[config.mk]
export PLATFORM = sky130hd
export DESIGN_NAME = deselect8_flat
export DESIGN_NICKNAME = d
export VERILOG_FILES = /design/src/rtl/deselect8_pkg.sv /design/src/rtl/deselect8_if.sv /design/src/rtl/deselect8_tick_edge.sv /design/src/rtl/deselect8.sv /design/src/flat_wrapper.sv
export SDC_FILE = /design/constraint.sdc
export NUM_CORES = 1
export LEC_CHECK = 0
export ABC_AREA = 1
export CAP_MARGIN = 10
export CORE_MARGIN = 10
export CORE_UTILIZATION = 53
export CTS_CLUSTER_SIZE = 16
export DETAILED_ROUTE_END_ITERATION = 6
export MAX_ROUTING_LAYER = met4
export PLACE_DENSITY = 0.87
export SLEW_MARGIN = 20
export SYNTH_ARGS = -nofsm -noshare
export SYNTH_HDL_FRONTEND = slang
export SYNTH_HIERARCHICAL = 1
export SYNTH_SLANG_ARGS = --single-unit
[constraint.sdc]
create_clock -name clk_in -period 1.7 [get_ports clk_in]
set_clock_uncertainty 0.15 [all_clocks]
set_input_delay 0.255 -clock clk_in [delete_from_list [all_inputs] [get_ports clk_in]]
set_output_delay 0.255 -clock clk_in [all_outputs]
set_load 0.1 [all_outputs]
[src/rtl/deselect8_pkg.sv]
// deselect8_pkg: shared link constants, receiver states and helpers
package deselect8_pkg;
  localparam int SLOT_BITS = 4;
  localparam int NBITS_DEFAULT = 8;
  typedef enum logic {IDLE = 1'b0, RECV = 1'b1} state_t;
  function automatic logic [7:0] sat_inc(input logic [7:0] v);
    return (v == 8'hFF) ? v : v + 8'd1;
  endfunction
endpackage

[src/rtl/deselect8_if.sv]
// deselect8_if: serial link inputs and parallel word outputs of the receiver
interface deselect8_if import deselect8_pkg::*; #(parameter int NBITS = NBITS_DEFAULT) ();
  logic             time_025;
  logic             start;
  logic             in;
  logic [NBITS:1]   out;
  logic             valid;
  logic             busy;
  logic             frame_err;
  logic [7:0]       err_cnt;
  modport slave (input time_025, start, in, output out, valid, busy, frame_err, err_cnt);
  modport master (output time_025, start, in, input out, valid, busy, frame_err, err_cnt);
endinterface

[src/rtl/deselect8_tick_edge.sv]
// deselect8_tick_edge: one-cycle pulse on each rising edge of a level input
module deselect8_tick_edge (
  input  logic clk_in,
  input  logic reset,
  input  logic i_level,
  output logic o_pulse
);
  logic r_q1, r_q2;
  // two-flop history of the level; pulse when newest is high and older is low
  always_ff @(posedge clk_in or negedge reset) begin
    if (!reset) begin
      r_q1 <= 1'b0;
      r_q2 <= 1'b0;
    end else begin
      r_q1 <= i_level;
      r_q2 <= r_q1;
    end
  end
  assign o_pulse = r_q1 & ~r_q2;
endmodule

[src/rtl/deselect8.sv]
// deselect8: rebuilds the parallel word from the slot-multiplexed serial link
module deselect8 import deselect8_pkg::*; #(parameter int NBITS = NBITS_DEFAULT) (
  input  logic     clk_in,
  input  logic     reset,
  deselect8_if.slave lnk
);
  localparam logic [SLOT_BITS-1:0] LAST = SLOT_BITS'(NBITS);
  state_t               r_state, w_state;
  logic [SLOT_BITS-1:0] r_idx, w_idx;
  logic [NBITS:1]       r_shift, w_shift, r_out, w_out;
  logic                 r_valid, w_valid, r_ferr, w_ferr, w_tick;
  logic [7:0]           r_cnt, w_cnt;

  deselect8_tick_edge u_tick (
    .clk_in (clk_in),
    .reset  (reset),
    .i_level(lnk.time_025),
    .o_pulse(w_tick)
  );

  // state, slot index, word and pulse registers
  always_ff @(posedge clk_in or negedge reset) begin
    if (!reset) begin
      r_state <= IDLE;
      r_idx   <= '0;
      r_shift <= '0;
      r_out   <= '0;
      r_valid <= 1'b0;
      r_ferr  <= 1'b0;
      r_cnt   <= '0;
    end else begin
      r_state <= w_state;
      r_idx   <= w_idx;
      r_shift <= w_shift;
      r_out   <= w_out;
      r_valid <= w_valid;
      r_ferr  <= w_ferr;
      r_cnt   <= w_cnt;
    end
  end

  // only tick cycles advance the frame; a marker while receiving resyncs with an error
  always_comb begin
    w_state = r_state;
    w_idx   = r_idx;
    w_shift = r_shift;
    w_out   = r_out;
    w_valid = 1'b0;
    w_ferr  = 1'b0;
    w_cnt   = r_cnt;
    if (w_tick) begin
      if (lnk.start) begin
        w_state = RECV;
        w_idx   = SLOT_BITS'(1);
        w_ferr  = (r_state == RECV);
        w_cnt   = (r_state == RECV) ? sat_inc(r_cnt) : r_cnt;
      end else if (r_state == RECV) begin
        w_shift[r_idx] = lnk.in;
        if (r_idx == LAST) begin
          w_out   = w_shift;
          w_valid = 1'b1;
          w_state = IDLE;
          w_idx   = '0;
        end else begin
          w_idx = r_idx + SLOT_BITS'(1);
        end
      end
    end
  end

  assign lnk.out       = r_out;
  assign lnk.valid     = r_valid;
  assign lnk.busy      = (r_state == RECV);
  assign lnk.frame_err = r_ferr;
  assign lnk.err_cnt   = r_cnt;
endmodule

[src/flat_wrapper.sv]
// flat-port wrapper written by rule: the top's interface ports become plain ports
module deselect8_flat import deselect8_pkg::*;
#(parameter int NBITS = NBITS_DEFAULT)
  (clk_in, reset, lnk_time_025, lnk_start, lnk_in, lnk_out, lnk_valid, lnk_busy, lnk_frame_err, lnk_err_cnt);
  deselect8_if #(.NBITS(NBITS)) lnk_i ();
  input  logic clk_in;
  input  logic reset;
  input wire logic [$bits(lnk_i.time_025)-1:0] lnk_time_025;
  input wire logic [$bits(lnk_i.start)-1:0] lnk_start;
  input wire logic [$bits(lnk_i.in)-1:0] lnk_in;
  output wire logic [$bits(lnk_i.out)-1:0] lnk_out;
  output wire logic [$bits(lnk_i.valid)-1:0] lnk_valid;
  output wire logic [$bits(lnk_i.busy)-1:0] lnk_busy;
  output wire logic [$bits(lnk_i.frame_err)-1:0] lnk_frame_err;
  output wire logic [$bits(lnk_i.err_cnt)-1:0] lnk_err_cnt;
  assign lnk_i.time_025 = lnk_time_025;
  assign lnk_i.start = lnk_start;
  assign lnk_i.in = lnk_in;
  assign lnk_out = lnk_i.out;
  assign lnk_valid = lnk_i.valid;
  assign lnk_busy = lnk_i.busy;
  assign lnk_frame_err = lnk_i.frame_err;
  assign lnk_err_cnt = lnk_i.err_cnt;
  deselect8 #(.NBITS(NBITS)) u_core (.clk_in(clk_in), .reset(reset), .lnk(lnk_i));
endmodule
# Word level (Yosys, flattened, before mapping)

Index checks and enable logic that the tools add are counted.

Output and inout bits: 19
Input port bits: 5
Flip-flop bits (word level): 33

Muxes and demuxes: 15
Equality and inequality tests: 2
Add/subtract/negate cells: 2
$lt $le $gt $ge: 2
Bitwise logic cells: 4
Reductions and logical operators: 6

Operators with widths:

| operator                                                                      | count |
|---|---|
| 4-bit two-way mux                                                             | 3 |
| 1-bit two-way mux                                                             | 10 |
| 8-bit by 1-bit adder with 8-bit output (second input constant)                | 1 |
| 8-bit bitwise mux                                                             | 1 |
| 8-bit == test (second input constant)                                         | 1 |
| 4-bit AND reduction                                                           | 2 |
| 4-bit by 5-bit less-than comparator with 1-bit output (second input constant) | 1 |
| 4-bit by 1-bit adder with 4-bit output (second input constant)                | 1 |
| 1-bit demux with 4-bit select                                                 | 1 |
| 4-bit == test (second input constant)                                         | 1 |
| 4-bit by 1-bit >= comparator with 1-bit output (second input constant)        | 1 |
| 1-bit inverter                                                                | 3 |
| 3-bit AND reduction                                                           | 1 |
| 2-bit AND reduction                                                           | 1 |
| 2-bit nonzero test                                                            | 1 |
| 1-bit bitwise AND                                                             | 1 |
| 1-bit logical AND                                                             | 1 |

# Longest topological paths before layout

Word-level depth: 5
Gate-level depth with buffers: 10

# Modules after synthesis

Netlist, hierarchy kept.

Modules (own cells, without submodules):

| module              | times used | cells an instance | area an instance (µm²) | sequential area each (µm²) |
|---|---|---|---|---|
| deselect8           | 1          | 187               | 1524.0                 | 750.7 |
| deselect8_tick_edge | 1          | 4                 | 60.1                   | 50.0 |

# Least setup slack after synthesis

OpenSTA, ideal clock, no wires.

Kind: reg2reg
From: register u_core.r_cnt[1], in the netlist u_core/lnk.err_cnt[1]
To: register u_core.r_cnt[7], in the netlist u_core/lnk.err_cnt[7]
Stages on the path, launching flop included: 9
Required time: 1430 ps
Arrival time: 1854 ps
Setup slack: -424 ps
Cells stage by stage: dfrtp_1 > ha_1 > nand3_2 > inv_1 > nand2_1 > nand2_2 > inv_1 > nand2_1 > nand2_1

Longest elaborated chain between the ends: 3
Elaborated cells between the ends (all ways): 4
Those cells by class: add/sub (1); eq/ne (1); bitwise (1); reduce/logical (1)

RTL lines:

| what                                                                                           | RTL line        | source |
|---|---|---|
| start, declared                                                                                | deselect8.sv:12 | `logic [7:0] r_cnt, w_cnt;` |
| start signal, assigned                                                                         | deselect8.sv:38 | `r_cnt <= w_cnt;` |
| parallel branches: the longest is 3 deep, another holds 8-bit by 1-bit adder with 8-bit output | n/a             |  |

Several ways; the timed one is not identified.
A chain may end at the register's enable or synchronous reset.

# Worst setup path in the final report

From: register u_core.r_cnt[0], in the netlist u_core/lnk.err_cnt[0]
To: register u_core.r_cnt[0], in the netlist u_core/lnk.err_cnt[0]

The elaborated chain is that of the path after synthesis.

==> flow_summary.yaml <==
clock_network:
  cts-root-buf: "clkbuf_4"
  clk_pin_slew_worst_paths_ps: 100
  cts.sinks: 32
  h-tree-depth: 2
  post_cts_buffers: 0
  tritoncts: "done"
  numCtsBuffers: 5
  clk_latency_ps: 340
  clockBufferDepth: 2
critical_path:
  crit_chain: "ha_1 > nand3_2 > inv_1 > nand2_1 > nand2_4 > inv_2 > nand2_1 > nand2_1"
  arrival_ps: 1720
  path_buf_inv: 2
  crit_family: "flip-flops"
  crit_top_cell: "nand2_1"
  critical_path_class: "reg -> reg"
  cp_data_required_time_ps: 1830
  crit_path_top_delay_cell: "dfrtp_4"
  start_kind: "register"
  crit_fanout: 8
  end_kind: "register"
  max_stage_delay_ps: 530
layout:
  final_cells: 254
  layout-drive-gt1-share: 0.2287
  final_util: 0.7565
  area_growth_pct: 33.97
  final_area_um2: 2122
  nFillCells: 195
  diodes: 0
  final_nets: 232
global_routing:
  grt_max_degree: 33
  grt_pass1_wl_um: 5761
  grt-ovfl-total: 0
  first_global_vias: 1292
  antenna_found_initial: 0
  grt_use_total: 0.1369
synthesis:
  seq_area_frac_synth: 0.5055
  ys_ff_latch: 32
  syn_nets: 201
  avgSynthCellArea_um2: 8.293
  syn_area_um2: 1584
  synthCells: 191
  ys_warn_count: 6
  yosysUniqueCellTypes: 25
sta:
  finalSetupViolations: 0
  finalSetupTns_ps: 0
  fmax_mhz: 628.9
  whs_ps: 142.3
  hold_viol: 0
  period_minus_slack_ps: 1590
  relSlewSlack: 0.7362
  tightest_slew_ps: 395.6
  setup_slack_ps: 110.0
  grt_setup_unrepaired: "no"
  slew_viol_final: 0
  post-route-period-util: 0.9353
hold_path:
  hp-class: "in -> async"
job:
  cap_viol_max_count: 0
floorplan:
  core_area_um2: 2805
  start_util: 0.5647
  row_count: 19
  ioPinCount: 24
  die_w_um: 74.67
  die_y_um: 74.67
  dieArea_um2: 5576
placed_design:
  dp_slack_ps: 42.76
  postPlaceCellArea_um2: 2064
  dp_hpwl_um: 2511
  numPortBuffers: 23
  dp.cells: 246
  gp_congestion: 0.8368
route:
  viasPerCell: 5.110
  dr_wl_met3_um: 238
  met2_length_um: 1461
  ant_nets: 0
  wl_um: 3255
  dr.first_iter.drc_count: 65
  met1_length_um: 1476
  dr.max_layer_used: "met4"
  drc: 0
  num_vias: 1298
  post_drt_wl_per_cell_um: 12.81
  dr.pass1.iters: 4
power:
  peakVddDrop_v: 0.001221
  p_total_mw: 2.236
  pwr_density_cell_nw_per_um2: 1054
  power.leakage_nw: 1.038
outcome:
  status: "finished, final reports clean"
==> placed cells by master, fill, tap and decap left out, types with 5 or more instances in the layout <==
cell      Yosys  final
nand2_1      78     78
dfrtp_1      32     23
buf_12        0     19
inv_1        18     17
o21ai_0      14     14
nand3_1      12     12
nor2_1        8      8
dfrtp_2       0      6
clkbuf_4      0      5
==> worst paths after layout <==
path,end,slack (ps),start,cells past startpoint
max in group asynchronous,u_core/lnk.err_cnt[0],930,reset,2
max reg2reg,u_core/lnk.err_cnt[0],110,u_core/lnk.err_cnt[0],8
min in group clk_in,u_core/u_tick/r_q1,210,lnk_time_025,1
min reg2reg,u_core/u_tick/r_q2,230,u_core/u_tick/r_q1,0
max,u_core/lnk.err_cnt[0],110,u_core/lnk.err_cnt[0],8
min,u_core/lnk.busy,140,reset,2
==> cell type report <==
class                   instances  area [um2]  share of cell area
clock inverters                 1       5.005            0.002358
clock buffers                   7       45.04             0.02123
repair buffers                 27       450.4              0.2123
well taps                      31       38.79             0.01828
multi-input cells             135       680.7              0.3208
inverters                      21       82.58             0.03892
flip-flops and latches         32       819.5              0.3862
==> cell families (layout without fill, tap and decap cells) <==
| group | count (synthesis) | in the layout | share of synthesized area |
|---|---|---|---|
| xor gates and xnor gates | 4 | 4 | 0.02212 |
| AOI/OAI and AO/OA | 19 | 19 | 0.06478 |
| buffers and inverters | 24 | 56 | 0.06950 |
| adders and majority gates | 5 | 5 | 0.03949 |
| DFF | 32 | 32 | 0.5055 |
| and+or+nand+nor | 107 | 107 | 0.2986 |
==> what timing repair did <==
action / CTS / global route
endpoints found under the setup margin: 0 / 10
hold buffers: 0 / 0
resized for setup: 0 / 3
==> cell usage after synthesis <==
master,count,area (um2)
buf_2,1,5.000
buf_6,2,22.52
clkinv_2,1,5.000
dfrtp_1,32,800.8
ha_1,5,62.56
inv_1,18,67.56
inv_2,1,3.750
inv_4,1,6.260
nand2_1,78,292.8
nand2_2,2,12.51
nand3_1,12,60.06
nand3_2,1,10.01
nand3_4,1,17.52
nand4_1,2,12.51
nor2_1,8,30.03
nor2_2,1,6.260
nor2_4,1,11.26
nor2_8,1,20.02
o211ai_1,1,7.510
o21ai_0,14,70.07
o21ai_1,2,10.01
o21ai_2,1,8.760
o22ai_1,1,6.260
xnor2_1,2,17.52
xor2_1,2,17.52
==> worst register-to-register path: cells and delay by family (launching register included) <==
| family | cells | cell delay (ps) |
|---|---|---|
| buffers and inverters | 2 | 160 |
| adders and majority gates | 1 | 250 |
| DFF | 1 | 530 |
| and+or+nand+nor | 5 | 450 |
==> metal layers <==
layer	global-route usage	vias to the layer above
li1	-	659
met1	0.1623	594
met2	0.2017	38
met3	0.04468	7
met4	0.07563	0
met5	-	-
==> power by group <==
part	internal, mW	switching (mW)
clock	0.161	0.252
combinational	0.290	0.524
sequential	0.879	0.131
==> flip-flops by register name (all words and copies together) (netlist names) <==
signal                count
u_core/r_shift            7
u_core/lnk.out            8
u_core/lnk.err_cnt        8
u_core/r_idx              4
u_core/lnk.busy           1
u_core/lnk.frame_err      1
u_core/u_tick/r_q2        1
u_core/u_tick/r_q1        1
u_core/lnk.valid          1
Power figures use the tool's default switching activity.
==> patch, RTL diff (config.mk and constraints unchanged) <==
Take the reset off `r_shift` and load it in a clocked block of its own.
--- a/src/rtl/deselect8.sv
+++ b/src/rtl/deselect8.sv
@@ -23,7 +23,6 @@
     if (!reset) begin
       r_state <= IDLE;
       r_idx   <= '0;
-      r_shift <= '0;
       r_out   <= '0;
       r_valid <= 1'b0;
       r_ferr  <= 1'b0;
@@ -31,12 +30,15 @@
     end else begin
       r_state <= w_state;
       r_idx   <= w_idx;
-      r_shift <= w_shift;
       r_out   <= w_out;
       r_valid <= w_valid;
       r_ferr  <= w_ferr;
       r_cnt   <= w_cnt;
     end
+  end
+
+  always_ff @(posedge clk_in) begin
+    r_shift <= w_shift;
   end
 
   // only tick cycles advance the frame; a marker while receiving resyncs with an error
Formal check against the unedited RTL: same outputs for any inputs over 10 cycles, from zero or initial values and one cycle with reset low; that may be too few to reach the edited logic, so the function may still have changed.
==> patch against the original RTL <==
Clock power rose by 38%. Worst setup slack got worse by 0.0074 ns. Cell area rose by 0.71%. Critical path depth fell by 1. Synthesized area fell by 2.9%. Sequential cell count did not move. Non-clock buffer count rose by 2. Routed wire length rose by 4.7%. Largest cell class unchanged. Die area fell by 2.1%. Critical path type unchanged. Critical endpoint is now u_core/lnk.err_cnt[2]. Total power rose by 1.8%. Sequential power fell by 4%. First-iteration DRC count rose by 12%.
==> patch: results (changes against the original RTL) <==
* Status: finished clean
* Cell leakage power at 0.977 nW (-5.9%)
* Multi-input combinational cell count at 115 (-15%)
* Power share of the combinational group at 32.5% (-3.9 points)
* Pwr Density at 1060 nW/um^2 (+1.1%)
* FF+latch area at 855 um^2 (+4.3%)
* GR Util All Layers at 14.0% (+0.31 points)
* Final hold slack at 0.130 ns (-0.0119 ns)
* Post-synth EDFFs at 7 (+7)
* Ranking of synthesized cells by area: dfrtp_1 (41%), nand2_1 (15%), edfxtp_1 (14%)
* First-pass DRT Iterations at 4 (unchanged)
* Inserted Clock Buffers at 5 (unchanged)
* Worst EP arrival at 1.67 ns (-0.05 ns)
* Post-synth ARST share at 78.1% (-22 points)
* Multi-input gate share of total cell area at 28.0% (-4.0 points)
* Share of cells above drive strength 1 at 26.4% (+3.6 points)
* Setup WS pre-CTS at -0.00150 ns (-0.0443 ns)
* Prevailing post-synth register cell: dfrtp_1
* GR Util met1 at 16.0% (-0.26 points)
* Relative slew slack at 79.2% (+5.5 points)
* Net load switching power at 842 uW (-7.1%)
* Peak supply drop at 0.00145 V (+19%)
* Syn Nets at 183 (-9.0%)
* Layout net count at 217 (-6.5%)
* GP Congestion at 0.773 (-7.6%)
* First-pass GRT wire length at 5.73 mm (-0.49%)
* Via count at 1257 (-3.2%)
* NonClk Buf Share at 22.4% (+1.1 points)
* Largest net degree at the start of global routing at 26 (-21%)
* GRT met3 Usage at 5.52% (+1.1 points)
* Iter 0 DRT Violations at 73 (+12%)
* Max Used Layer: met4
* RR Endpoint: u_core/lnk.err_cnt[2]
* PortBufs at 23 (unchanged)
* Netlist cell types at 21 (-16%)
* Reg2reg path depth at 7 (-1)
* Num sequential at 32 (unchanged)
* Clkbuf count at 6 (-1)
* Worst-path fanout max at 8 (unchanged)
* Non-CTS buffers at 29 (+7.4%)
* Commonest cells post-synth: nand2_1 (61), dfrtp_1 (25), inv_1 (22)
* Routed wire per std cell at 14.3 um (+11%)
* Inverters at 24 (+14%)
* Number of global-route vias before repair at 1255 (-2.9%)
* Register area share after synthesis at 54.4% (+3.8 points)
* Met3 WL post-DR at 197 um (-17%)
* M1 wire length at 1.45 mm (-1.5%)
* Clock-cell share at 3.57% (+1.2 points)
* Clk pwr share at 25.1% (+6.7 points)
* Met2 usage at 21.2% (+1.0 points)
* Fill cells at 179 (-8.2%)
* Detail Placement HPWL at 2.53 mm (+0.63%)
* Routed met2 length at 1.71 mm (+17%)
[patch: changes by cell type in the layout (fill, tap and decap cells not counted), moves of 2 or more]
cell | before | now
edfxtp_1 | 0 | 7
inv_2 | 2 | 4
inv_1 | 17 | 20
o21ai_0 | 14 | 9
nand2_1 | 78 | 61
o21ai_1 | 2 | 4
dfrtp_1 | 23 | 16
nor2_1 | 8 | 6
[patch: worst max-delay path, stage by stage, from the launching register on]
cell	delay (ns)
dfrtp_4	0.52
ha_1	0.25
nand3_1	0.10
inv_1	0.04
nand2_1	0.14
nand2_4	0.11
nand2_1	0.09
o21ai_0	0.09
[patch: repair_timing]
| action | CTS | global route |
|---|---|---|
| resized for setup | 0 | 6 |
| endpoints found under the hold margin | 0 | 0 |
| endpoints found under the setup margin | 0 | 14 |
[patch: cell families after synthesis]
logic type	after synthesis	share of synthesized area (%)
simple gates	88	25.1
buf+inv	26	7.32
flops	32	54.4
compound gates	17	6.27
xor+xnor	5	2.85
fa+ha+maj	5	4.07
[patch: per-stage QoR]
| stage | std cells | instance area, um^2 |
|---|---|---|
| finish | 239 | 2140 |
| global route | 239 | 2140 |
| CTS | 239 | 2130 |
| detailed placement | 231 | 2050 |
| global placement | 231 | 2050 |
| floorplan | 173 | 1560 |
[patch: how the worst max path moves through the flow]
stage	startpoint	end	slack [ns]	depth (start not counted)
final	u_core/lnk.err_cnt[0]	u_core/lnk.err_cnt[2]	0.10	7
after CTS	u_core/r_idx[0]	u_core/lnk.out[3]	0.07	7
after global routing	u_core/lnk.err_cnt[0]	u_core/lnk.err_cnt[2]	-0.0009	7
after global placement	lnk_start	u_core/lnk.err_cnt[1]	0.08	7
after detailed placement	lnk_start	u_core/lnk.err_cnt[7]	-0.001	7
after floorplan	u_core/lnk.err_cnt[1]	u_core/lnk.err_cnt[7]	-0.003	8
